## src/rtl/i2c_master_seq_if.sv

```systemverilog
// Command/response handshake and open-drain pin bundle for the byte-level I2C master sequencer.
// The master modport is the sequencer's view; the slave modport is the command source / pad side.
interface i2c_master_seq_if;
  logic       cmd_valid;
  logic       cmd_ready;
  logic [1:0] cmd_op;
  logic [7:0] cmd_data;
  logic       cmd_nack;
  logic       rsp_valid;
  logic [7:0] rsp_data;
  logic       rsp_ack_n;
  logic       rsp_err;
  logic       busy;
  logic       bus_active;
  logic       sda_i;
  logic       scl_i;
  logic       sda_oe;
  logic       scl_oe;

  modport master (
    input  cmd_valid, cmd_op, cmd_data, cmd_nack, sda_i, scl_i,
    output cmd_ready, rsp_valid, rsp_data, rsp_ack_n, rsp_err, busy, bus_active, sda_oe, scl_oe
  );

  modport slave (
    output cmd_valid, cmd_op, cmd_data, cmd_nack, sda_i, scl_i,
    input  cmd_ready, rsp_valid, rsp_data, rsp_ack_n, rsp_err, busy, bus_active, sda_oe, scl_oe
  );
endinterface

```

## src/rtl/i2c_master_seq.sv

```systemverilog
// Byte-level I2C master sequencer: one command (START, WRITE, READ, STOP) per handshake,
// each bus element is four CLK_DIV-cycle phases, with SCL stretching honoured in phase P2.
module i2c_master_seq #(
  parameter int unsigned CLK_DIV = 125
) (
  input logic              clk,
  input logic              resetn,
  i2c_master_seq_if.master bus
);

  localparam int unsigned   CW       = (CLK_DIV > 1) ? $clog2(CLK_DIV) : 1;
  localparam logic [CW-1:0] CNT_LAST = CW'(CLK_DIV - 1);

  typedef enum logic [2:0] {IDLE, START, WBIT, RBIT, STOP, ERR} state_t;

  state_t        state;
  logic [CW-1:0] cnt;
  logic [1:0]    phase;
  logic [3:0]    bit_idx;
  logic [7:0]    sh;
  logic          nack;

  state_t        acc_state;
  logic          reject;
  logic          stretch;
  logic          phase_end;
  logic          last_bit;
  logic          final_elem;
  logic          sample;

  function automatic state_t op_state(input logic [1:0] op);
    case (op)
      2'd0:    return START;
      2'd1:    return WBIT;
      2'd2:    return RBIT;
      default: return STOP;
    endcase
  endfunction

  // Pin levels {scl_oe, sda_oe} for a given element and phase.
  function automatic logic [1:0] pins(input state_t st, input logic [1:0] ph, input logic lastb,
                                      input logic dbit, input logic nk, input logic scl_now);
    logic [1:0] p;
    logic       s;
    p = {scl_now, 1'b0};
    s = 1'b0;
    case (st)
      START: p = (ph == 2'd0) ? {scl_now, 1'b0} : (ph == 2'd3) ? 2'b01 : 2'b00;
      WBIT, RBIT: begin
        if (lastb) s = (st == RBIT) ? ~nk : 1'b0;
        else       s = (st == WBIT) ? ~dbit : 1'b0;
        p = {(ph == 2'd0) || (ph == 2'd3), s};
      end
      STOP:    p = (ph == 2'd0) ? 2'b11 : (ph == 2'd3) ? 2'b00 : 2'b01;
      default: p = {scl_now, 1'b0};
    endcase
    return p;
  endfunction

  // Phase timing, stretch detection and acceptance decode.
  always_comb begin
    acc_state  = op_state(bus.cmd_op);
    reject     = (bus.cmd_op != 2'd0) && !bus.bus_active;
    stretch    = (phase == 2'd2) && !bus.scl_oe && !bus.scl_i;
    phase_end  = (cnt == CNT_LAST) && !stretch;
    last_bit   = (bit_idx == 4'd8);
    final_elem = (state == START) || (state == STOP) || last_bit;
    sample     = phase_end && (phase == 2'd2);
  end

  assign bus.cmd_ready = (state == IDLE);
  assign bus.busy      = (state != IDLE);

  // Sequencer FSM with registered pin drives and response outputs.
  always_ff @(posedge clk) begin
    if (!resetn) begin
      state          <= IDLE;
      cnt            <= '0;
      phase          <= '0;
      bit_idx        <= '0;
      sh             <= '0;
      nack           <= 1'b0;
      bus.sda_oe     <= 1'b0;
      bus.scl_oe     <= 1'b0;
      bus.rsp_valid  <= 1'b0;
      bus.rsp_data   <= '0;
      bus.rsp_ack_n  <= 1'b0;
      bus.rsp_err    <= 1'b0;
      bus.bus_active <= 1'b0;
    end else begin
      bus.rsp_valid <= 1'b0;
      case (state)
        IDLE: begin
          if (bus.cmd_valid) begin
            cnt     <= '0;
            phase   <= '0;
            bit_idx <= '0;
            sh      <= bus.cmd_data;
            nack    <= bus.cmd_nack;
            if (reject) begin
              state <= ERR;
            end else begin
              state <= acc_state;
              {bus.scl_oe, bus.sda_oe} <= pins(acc_state, 2'd0, 1'b0, bus.cmd_data[7],
                                               bus.cmd_nack, bus.scl_oe);
            end
          end
        end
        ERR: begin
          state         <= IDLE;
          bus.rsp_valid <= 1'b1;
          bus.rsp_err   <= 1'b1;
        end
        default: begin
          if (phase_end)     cnt <= '0;
          else if (!stretch) cnt <= cnt + 1'b1;
          if (sample && (state == RBIT) && !last_bit) bus.rsp_data  <= {bus.rsp_data[6:0], bus.sda_i};
          if (sample && (state == WBIT) && last_bit)  bus.rsp_ack_n <= bus.sda_i;
          if (phase_end) begin
            if (phase != 2'd3) begin
              phase <= phase + 2'd1;
              {bus.scl_oe, bus.sda_oe} <= pins(state, phase + 2'd1, last_bit, sh[7], nack, bus.scl_oe);
            end else if (!final_elem) begin
              phase   <= 2'd0;
              bit_idx <= bit_idx + 4'd1;
              sh      <= {sh[6:0], 1'b0};
              {bus.scl_oe, bus.sda_oe} <= pins(state, 2'd0, bit_idx == 4'd7, sh[6], nack, bus.scl_oe);
            end else begin
              state         <= IDLE;
              phase         <= 2'd0;
              bus.rsp_valid <= 1'b1;
              bus.rsp_err   <= 1'b0;
              if (state == START) begin
                bus.bus_active <= 1'b1;
                bus.scl_oe     <= 1'b1;
              end
              if (state == STOP) bus.bus_active <= 1'b0;
            end
          end
        end
      endcase
    end
  end

endmodule

```

## src/flat_wrapper.sv

```systemverilog
// flat-port wrapper written by rule: the top's interface ports become plain ports
module i2c_master_seq_flat 
#(
  parameter int unsigned CLK_DIV = 125
)
  (clk, resetn, bus_cmd_valid, bus_cmd_op, bus_cmd_data, bus_cmd_nack, bus_sda_i, bus_scl_i, bus_cmd_ready, bus_rsp_valid, bus_rsp_data, bus_rsp_ack_n, bus_rsp_err, bus_busy, bus_bus_active, bus_sda_oe, bus_scl_oe);
  i2c_master_seq_if bus_i ();
  input logic clk;
  input logic resetn;
  input wire logic [$bits(bus_i.cmd_valid)-1:0] bus_cmd_valid;
  input wire logic [$bits(bus_i.cmd_op)-1:0] bus_cmd_op;
  input wire logic [$bits(bus_i.cmd_data)-1:0] bus_cmd_data;
  input wire logic [$bits(bus_i.cmd_nack)-1:0] bus_cmd_nack;
  input wire logic [$bits(bus_i.sda_i)-1:0] bus_sda_i;
  input wire logic [$bits(bus_i.scl_i)-1:0] bus_scl_i;
  output wire logic [$bits(bus_i.cmd_ready)-1:0] bus_cmd_ready;
  output wire logic [$bits(bus_i.rsp_valid)-1:0] bus_rsp_valid;
  output wire logic [$bits(bus_i.rsp_data)-1:0] bus_rsp_data;
  output wire logic [$bits(bus_i.rsp_ack_n)-1:0] bus_rsp_ack_n;
  output wire logic [$bits(bus_i.rsp_err)-1:0] bus_rsp_err;
  output wire logic [$bits(bus_i.busy)-1:0] bus_busy;
  output wire logic [$bits(bus_i.bus_active)-1:0] bus_bus_active;
  output wire logic [$bits(bus_i.sda_oe)-1:0] bus_sda_oe;
  output wire logic [$bits(bus_i.scl_oe)-1:0] bus_scl_oe;
  assign bus_i.cmd_valid = bus_cmd_valid;
  assign bus_i.cmd_op = bus_cmd_op;
  assign bus_i.cmd_data = bus_cmd_data;
  assign bus_i.cmd_nack = bus_cmd_nack;
  assign bus_i.sda_i = bus_sda_i;
  assign bus_i.scl_i = bus_scl_i;
  assign bus_cmd_ready = bus_i.cmd_ready;
  assign bus_rsp_valid = bus_i.rsp_valid;
  assign bus_rsp_data = bus_i.rsp_data;
  assign bus_rsp_ack_n = bus_i.rsp_ack_n;
  assign bus_rsp_err = bus_i.rsp_err;
  assign bus_busy = bus_i.busy;
  assign bus_bus_active = bus_i.bus_active;
  assign bus_sda_oe = bus_i.sda_oe;
  assign bus_scl_oe = bus_i.scl_oe;
  i2c_master_seq #(.CLK_DIV(CLK_DIV)) u_core (.clk(clk), .resetn(resetn), .bus(bus_i));
endmodule
```

## config.mk

```make
export PLATFORM = sky130hd
export DESIGN_NAME = i2c_master_seq_flat
export DESIGN_NICKNAME = d
export VERILOG_FILES = /design/src/rtl/i2c_master_seq_if.sv /design/src/rtl/i2c_master_seq.sv /design/src/flat_wrapper.sv
export SDC_FILE = /design/constraint.sdc
export NUM_CORES = 1
export LEC_CHECK = 0
export CELL_PAD_IN_SITES_DETAIL_PLACEMENT = 2
export CELL_PAD_IN_SITES_GLOBAL_PLACEMENT = 2
export CORE_MARGIN = 3
export CORE_UTILIZATION = 35
export DETAILED_ROUTE_END_ITERATION = 10
export GPL_TIMING_DRIVEN = 1
export PLACE_DENSITY_LB_ADDON = 0.1
export SETUP_SLACK_MARGIN = 0.3
export SLEW_MARGIN = 20
export SYNTH_ARGS = -nofsm -noshare
export SYNTH_HDL_FRONTEND = slang
export SYNTH_SLANG_ARGS = --single-unit
```

## constraint.sdc

```tcl
create_clock -name clk -period 3.9 [get_ports clk]
set_input_delay 0.78 -clock clk [delete_from_list [all_inputs] [get_ports clk]]
set_output_delay 0.78 -clock clk [all_outputs]
set_load 0.005 [all_outputs]
```

== Word-level counts from Yosys, hierarchy flattened ==
Cells that the tools add are included.
W data, S select, Z words.

* Logic and storage cells: 155
* Register bits after elaboration: 39
* Input bits: 16
* Output and inout bits: 16

* $add $sub $neg: 3
* Bitwise logic cells: 8
* Muxes and demuxes: 60
* Reductions and logical operators: 43
* Equality and inequality tests: 28

{| class="wikitable"
|+ Operators with widths
! operator !! count
|-
| $mux W8 || 4
|-
| $mux W1 || 26
|-
| $mux W7 || 3
|-
| $mux W4 || 4
|-
| $pmux W8 S2 || 1
|-
| $mux W3 || 5
|-
| $reduce_and A5 Y1 || 3
|-
| $pmux W7 S2 || 1
|-
| $eq A3 B2 Y1 const B || 4
|-
| $ne A2 B2 Y1 const B || 6
|-
| $pmux W2 S2 || 3
|-
| $mux W2 || 5
|-
| $reduce_bool A2 Y1 || 5
|-
| $eq A3 B3 Y1 const B || 3
|-
| $logic_and A1 B1 Y1 || 9
|-
| $ne A3 B3 Y1 const B || 3
|-
| $pmux W3 S3 || 1
|-
| $reduce_and A9 Y1 || 1
|-
| $reduce_bool A3 Y1 || 3
|-
| $ne A4 B4 Y1 const B || 2
|-
| $not A1 Y1 || 8
|-
| $pmux W1 S2 || 4
|-
| $pmux W4 S2 || 1
|-
| $reduce_and A4 Y1 || 2
|-
| other kinds (21) || 35
|}

== Logic depth before layout (Yosys ltp) ==
Gate-level depths: netlist of run 1.

* Depth after elaboration: 9
* Mapped depth: 8
* Gate-level depth less buffers: 7

== Worst setup path after synthesis of run 1 ==
Ideal clock, no wire load.

* Kind: input to register
* Start: input bus_cmd_op[0]
* End: register u_core.bus.sda_oe
* Required time: 3.770 ns
* Setup slack: 1.770 ns
* Arrival: 2.000 ns
* Stages on the path: 7
* Buffers on the path: 0
* Library setup time: 0.130 ns
* Cell sequence: inv_1 ha_1 or2_2 a311oi_1 a311oi_1 o21ai_0 a21oi_1

* Longest elaborated chain between the ends: 8
* Elaborated cells between the ends (all ways): 17
* Classes of those cells: 6 x eq/ne; 6 x mux; 5 x reduce/logical

{| class="wikitable"
|+ RTL lines
! item !! line !! source
|-
| from (decl) || flat_wrapper.sv:11 || <nowiki>input wire logic [$bits(bus_i.cmd_op)-1:0] bus_cmd_op;</nowiki>
|-
| $eq A2 B2 Y1, or another cell as far along || i2c_master_seq.sv:32 || <nowiki>case (op)</nowiki>
|-
| $pmux W3 S3 || i2c_master_seq.sv:32 ||
|-
| $eq A3 B2 Y1 (on tied branches) || i2c_master_seq.sv:47, i2c_master_seq.sv:51 ||
|-
| $mux W1 / $reduce_or A2 Y1 (equally long branches) || i2c_master_seq.sv:51, i2c_master_seq.sv:47 ||
|-
| $pmux W2 S2 || i2c_master_seq.sv:47 || <nowiki>case (st)</nowiki>
|-
| $mux W1 || i2c_master_seq.sv:100 || <nowiki>if (reject) begin</nowiki>
|-
| $mux W1 || i2c_master_seq.sv:94 || <nowiki>if (bus.cmd_valid) begin</nowiki>
|-
| $pmux W1 S2 || i2c_master_seq.sv:92 || <nowiki>case (state)</nowiki>
|-
| to (signal assigned) || i2c_master_seq.sv:104 || <nowiki>{bus.scl_oe, bus.sda_oe} <= pins(acc_state, 2'd0, 1'b0, bus.cmd_data[7],</nowiki>
|-
| to (signal assigned) || i2c_master_seq.sv:122 || <nowiki>{bus.scl_oe, bus.sda_oe} <= pins(state, phase + 2'd1, last_bit, sh[7], nack, bus.scl_oe);</nowiki>
|-
| to (signal assigned) || i2c_master_seq.sv:127 || <nowiki>{bus.scl_oe, bus.sda_oe} <= pins(state, 2'd0, bit_idx == 4'd7, sh[6], nack, bus.scl_oe);</nowiki>
|-
| to (decl) || i2c_master_seq_if.sv:22 || <nowiki>output cmd_ready, rsp_valid, rsp_data, rsp_ack_n, rsp_err, busy, bus_active, sda_oe, scl_oe</nowiki>
|}

Parallel ways exist; a longest one is shown, timed or not. The select of a mux whose other input is x is not followed.
A chain may end at the register's enable or synchronous reset.

== Worst setup path after layout of run 1 ==
* Start: register u_core.state[0]
* End: output bus_cmd_ready

* Longest elaborated chain between the ends: 1

{| class="wikitable"
|+ RTL lines
! item !! line !! source
|-
| from (decl) || i2c_master_seq.sv:16 || <nowiki>state_t state;</nowiki>
|-
| from (signal assigned) || i2c_master_seq.sv:103 || <nowiki>state <= acc_state;</nowiki>
|-
| $logic_not A3 Y1 || i2c_master_seq.sv:71 || <nowiki>assign bus.cmd_ready = (state == IDLE);</nowiki>
|-
| to (decl) || flat_wrapper.sv:16 || <nowiki>output wire logic [$bits(bus_i.cmd_ready)-1:0] bus_cmd_ready;</nowiki>
|}

No other way between the ends.

==> results.cfg, run 1 <==
[outcome]
outcome = finished clean

[layout]
final_cells = 384
final_cell_mix = dfxtp_1 (39), clkdlybuf4s50_1 (31), nand2_1 (28), nor2b_1 (18), nor2_1 (16)
syn_to_final_growth_pct = 20.1
design_area_um2 = 2870
final_nets = 333
antenna_cells = 0
layout-drive-gt1-share_pct = 11.1
finish.utilization_pct = 44.2
final_common_cell = dfxtp_1

[worst_setup_path]
worst-path-buf-inv = 2
worstSetupPathType = flip-flop to output pin
worstPathRequired_ns = 3.12
crit_chain = nor2_4, nand2_2, inv_2, clkdlybuf4s50_1
cp_max_fo = 19
cp_top_family = buffers and inverters
end_kind = output pin
cp.depth = 4
cp_slowest_stage_delay_ns = 0.58
worst_setup_path_start_kind = flip-flop
reg2reg_setup_slack_ns = 1.40
crit_end = bus_cmd_ready
cp_slowest_cell = clkdlybuf4s50_1
timing.critical_path.from = u_core.state[0]
crit_arrival_ns = 2.24
r2r_start = u_core.phase[0]
ff2ff_path_depth = 6
r2r-end = u_core.state[1]

[place]
place_area_um2 = 2750
place_hpwl_mm = 5.01
gp_congestion = 0.778
dp_cells = 376
place_ws_ns = 0.985
io_buffers = 31

[die]
core_um2 = 6490
ioPinCount = 32
die_h_um = 88.7
initial_core_util_pct = 36.8
die_area_um2 = 7860
die_w_um = 88.7
rows = 29

[clock_tree]
clock-root-buffer = clkbuf_8
ctsResizeCount = 0
post-cts-setup-buffers = 0
cts_hold_buf = 0
clock_latency_ns = 0.30
cts_buffers = 5
clk_pin_slew_ns = 0.08
cts_sinks = 39
cts.path.max_buffers = 2
cts_max_level = 2
cts_tree = done

[synthesis]
syn_inst = 278
synth_edf_count = 0
yosysSeqAreaShare_pct = 32.7
syn_area_um2 = 2390
synth_seq_cells = 39
ys.flop_type = dfxtp_1
async_flop_share_pct = 0
yosys_warnings = 0
synthDistinctLibCells = 62
synth_nets = 305
avgSynthCellArea_um2 = 8.60

[power]
leakage_nw = 1.17
ir_worst_vdd_uv = 251
power.density_nw_per_um2 = 578
power_mw = 1.66

[global_routing]
gr-total-overflow = 0
grt_pass1_wl_mm = 11.5
antenna_found_initial = 0
grt_pass1_vias = 2281
grt_max_degree = 20
grt.total_usage_pct = 18.7

[sta]
worstMarginPinSlew_ns = 0.705
period_needed_ns = 3.02
finClkSkew_ns = 0.00571
finalSetupViolations = 0
tns_ns = 0
relSlewSlack_pct = 52.9
hold_viol = 0
rsz0062_at_grt = false
worst_slack_ns = 0.880
hold_ws_ns = 0.493
min_period_over_period_pct = 77.4
max_freq_mhz = 331
drv_slew = 0

[detailed_routing]
totalWireLength_mm = 6.79
final_antenna_net_count = 0
wl_per_cell_um = 17.7
firstDrtPassIters = 4
drc = 0
drt_iter0_markers = 94
num_vias = 2169
vias_per_cell = 5.65

[worst_hold_path]
hold_path.class = flip-flop to flip-flop
worstHoldPathCells = 2

[run]
maxCapViolations = 0
==> cells by family (layout without fill, tap and decap cells) <==
kind of cell	after synthesis	in the layout	synth area share (%)
buf+inv	26	55	4.97
simple gates	109	109	26.6
xor+xnor	7	7	2.56
flops	39	39	32.7
fa+ha+maj	11	11	5.76
mux	12	12	5.08
compound gates	74	74	22.4
==> flip-flops by register name, indices dropped and copies added (netlist names) <==
signal and flops:
u_core.bus.sda_oe 1, u_core.bus.rsp_valid 1, u_core.bus.rsp_ack_n 1, u_core.bus.scl_oe 1, u_core.nack 1, u_core.cnt 7, u_core.bus.rsp_err 1, u_core.state 3
u_core.bit_idx 4, u_core.sh 8, u_core.phase 2, u_core.bus.rsp_data 8, u_core.bus.bus_active 1
==> how the worst min path moves through the flow <==
stage | to | from | slack [ns]
2_1_floorplan | u_core.bit_idx[0] | u_core.bit_idx[0] | 0.45
4_1_cts | u_core.sh[0] | u_core.sh[0] | 0.49
3_3_place_gp | u_core.sh[0] | u_core.sh[0] | 0.47
3_5_place_dp | u_core.sh[0] | u_core.sh[0] | 0.48
6_report | u_core.sh[0] | u_core.sh[0] | 0.49
5_1_grt | u_core.sh[2] | u_core.sh[2] | 0.52
==> cell usage after synthesis, drive strengths merged (6+ instances only) <==
cell	count	share of area (%)
ha	11	5.8
a21boi	6	1.9
dfxtp	39	33
o21ai	17	4.3
nor3	6	1.7
mux2i	11	4.6
o211a	7	2.9
buf	6	1.8
nand2	29	4.7
xnor2	6	2.2
a21oi	12	2.7
nand4	10	2.9
nor2b	18	4.7
nor2	19	3.7
clkbuf	8	1.3
inv	12	1.9
nand3	6	1.5
==> power breakdown <==
| part | switching (mW) | total [mW] | internal [mW] |
|---|---|---|---|
| Sequential | 0.0827 | 0.560 | 0.478 |
| Clock | 0.154 | 0.362 | 0.207 |
| Combinational | 0.451 | 0.737 | 0.286 |
==> tightest hold or removal path, cell delays in order (launching register included) <==
cell and delay, ns:
dfxtp_1 0.31, o21ai_0 0.06, a21boi_0 0.08
==> cell type report <==
class                      instances  area [um2]
sequential                        39         781
clock inverter                     2        35.0
inverter                          12        45.0
multi-input combinational        213        1490
clock buffer                       6        82.6
tap                               77        96.3
timing repair buffer              35         340
fill                             730        3620
==> layer usage <==
| metal | share of wire, % | vias to the layer above | track usage, % | wire, um |
|---|---|---|---|---|
| met5 | 0 | - | 0 | 0 |
| met4 | 1.2 | 0 | 6.04 | 84 |
| met3 | 3.2 | 6 | 3.26 | 220 |
| met2 | 47 | 38 | 30.0 | 3170 |
| met1 | 49 | 1065 | 25.4 | 3320 |
| li1 | - | 1060 | - | - |
No activity file was read; power rests on OpenSTA's default activity.
==> run 2, diff against run 1 <==
- CORE_UTILIZATION: 35 -> 30
- clock period: 3.9 -> 2.53 ns (I/O delays scaled with it)
==> run 2 against run 1 <==
- global-route usage decreased by 1.1 points
- highest routed layer unchanged
- combinational power increased by 76%
- register-to-register slack got worse by 0.90 ns
- clock power increased by 33%
==> results.cfg, run 2 (same netlist as run 1, synthesis figures left out) <==
[clock_tree]
post-cts-setup-buffers = 0
clk_pin_slew_ns = 0.07
clock-root-buffer = clkbuf_8
cts_tree = done
cts_max_level = 2
cts_sinks = 39
cts_hold_buf = 0
clock_latency_ns = 0.30
cts_buffers = 5
cts.path.max_buffers = 2

[sta]
period_needed_ns = 2.15
max_freq_mhz = 465
worstMarginPinSlew_ns = 0.710
finalSetupViolations = 0
worst_slack_ns = 0.378
hold_ws_ns = 0.499
hold_viol = 0
finClkSkew_ns = 0.00626
relSlewSlack_pct = 52.5
min_period_over_period_pct = 85.1
rsz0062_at_grt = true
drv_slew = 0

[worst_setup_path]
cp_slowest_stage_delay_ns = 0.51
worstPathRequired_ns = 2.73
end_kind = flip-flop
cp_max_fo = 3
crit_chain = clkdlybuf4s50_1, inv_1, ha_1, or2_2, a311oi_2, buf_4, o311ai_0, o41ai_1
cp_slowest_cell = clkdlybuf4s50_1
worst_setup_path_start_kind = input pin
worstSetupPathType = input pin to flip-flop
crit_arrival_ns = 2.35

[power]
p_seq_share_pct = 31.8
switchingPower_mw = 1.11
p_int_mw = 1.51
ir_worst_vdd_uv = 595
p_comb_share_pct = 49.8
pwr-share-clk_pct = 18.4
leakage_nw = 1.22
switching_share_pct = 42.3
power.density_nw_per_um2 = 876

[detailed_routing]
num_vias = 2250
drt_iter0_markers = 70
wl_met1_mm = 3.59
final_antenna_net_count = 0
wl_met3_um = 160
vias_per_cell = 5.38
firstDrtPassIters = 4
drc = 0
highest_layer = met4
wl_per_cell_um = 17.7
wl_met2_mm = 3.54
totalWireLength_mm = 7.40

[die]
die_w_um = 95.3
die_area_um2 = 9080
initial_core_util_pct = 31.9
ioPinCount = 32
die_h_um = 95.3
rows = 31
core_um2 = 7490

[global_routing]
antenna_found_initial = 0
grt.total_usage_pct = 17.6
grt_pass1_wl_mm = 12.4
grt_pass1_vias = 2429
gr-total-overflow = 0
grt_max_degree = 19

[layout]
layout-drive-gt1-share_pct = 14.4
reg_top3 = u_core.bus.rsp_data x8, u_core.sh x8, u_core.cnt x7
final_common_cell = dfxtp_1
syn_to_final_growth_pct = 24.9
final_cells = 418
final_nets = 345
antenna_cells = 0
fill_cells = 813
final_cell_mix = dfxtp_1 (39), clkdlybuf4s50_1 (31), nand2_1 (28), nor2b_1 (18)

[outcome]
outcome = finished clean

[worst_hold_path]
hold_path.class = flip-flop to flip-flop

[place]
io_buffers = 31
dp_cells = 410
gp_congestion = 0.784
place_ws_ns = -0.00734
place_hpwl_mm = 5.42

[run]
maxCapViolations = 0
-- run 2: cell count changes in the layout (fill, tap and decap cells not counted), sizes merged --
| cell | previous run | this run |
|---|---|---|
| buf | 4 | 16 |
| bufinv | 1 | 0 |
| clkbuf | 6 | 8 |
| clkinv | 1 | 0 |
-- run 2: worst max-delay path: cells and delay by family --
family | cells | cell delay, ns
fa+ha+maj | 1 | 0.20
buf+inv | 3 | 0.76
simple gates | 1 | 0.31
compound gates | 3 | 0.57
-- run 2: area by class of cell --
class / instances / area, um2 / area share, %
clock buffer: 8 / 100 / 3.35
timing repair buffer: 47 / 430 / 14.4
inverter: 12 / 45.0 / 1.51
sequential: 39 / 781 / 26.2
tap: 99 / 124 / 4.15
multi-input combinational: 213 / 1510 / 50.4
-- run 2: per-layer routing --
| metal | vias to the layer above | GRT usage, % |
|---|---|---|
| li1 | 1086 | - |
| met1 | 1127 | 23.4 |
| met2 | 27 | 29.3 |
| met3 | 10 | 2.84 |
| met4 | 0 | 5.41 |
| met5 | - | 0 |
-- run 2: power groups by stage --
stage,combinational [mW],sequential (mW),clock (mW)
final,1.30,0.832,0.480
after global routing,1.46,0.850,0.528
after CTS,1.29,0.836,0.503
after detailed placement,1.28,0.848,0
after global placement,1.27,0.843,0
after floorplan,0.854,0.810,0
-- run 2: path summary, 6_finish.rpt --
path / startpoint / end / slack, ns / depth (start not counted)
max: bus_cmd_op[0] / u_core.bus.scl_oe / 0.38 / 8
min reg2reg: u_core.bit_idx[0] / u_core.bit_idx[0] / 0.50 / 1
min: u_core.bit_idx[0] / u_core.bit_idx[0] / 0.50 / 1
max reg2reg: u_core.phase[0] / u_core.bus.rsp_data[5] / 0.50 / 7
-- run 2: through the flow --
step           area [um2]  power [mW]  TNS [ns]  util [%]
5_1_grt              2990        2.84         0      39.9
6_report             2990        2.61         0      39.9
3_3_place_gp         2870        2.11         0      38.4
4_1_cts              2970        2.63         0      39.7
3_5_place_dp         2870        2.13  -0.00734      38.4
2_1_floorplan        2390        1.66         0         -
-- run 2: repair_timing --
action / CTS / global route
resized for setup: 0 / 2
endpoints found under the hold margin: 0 / 0
setup endpoints to repair: 0 / 18
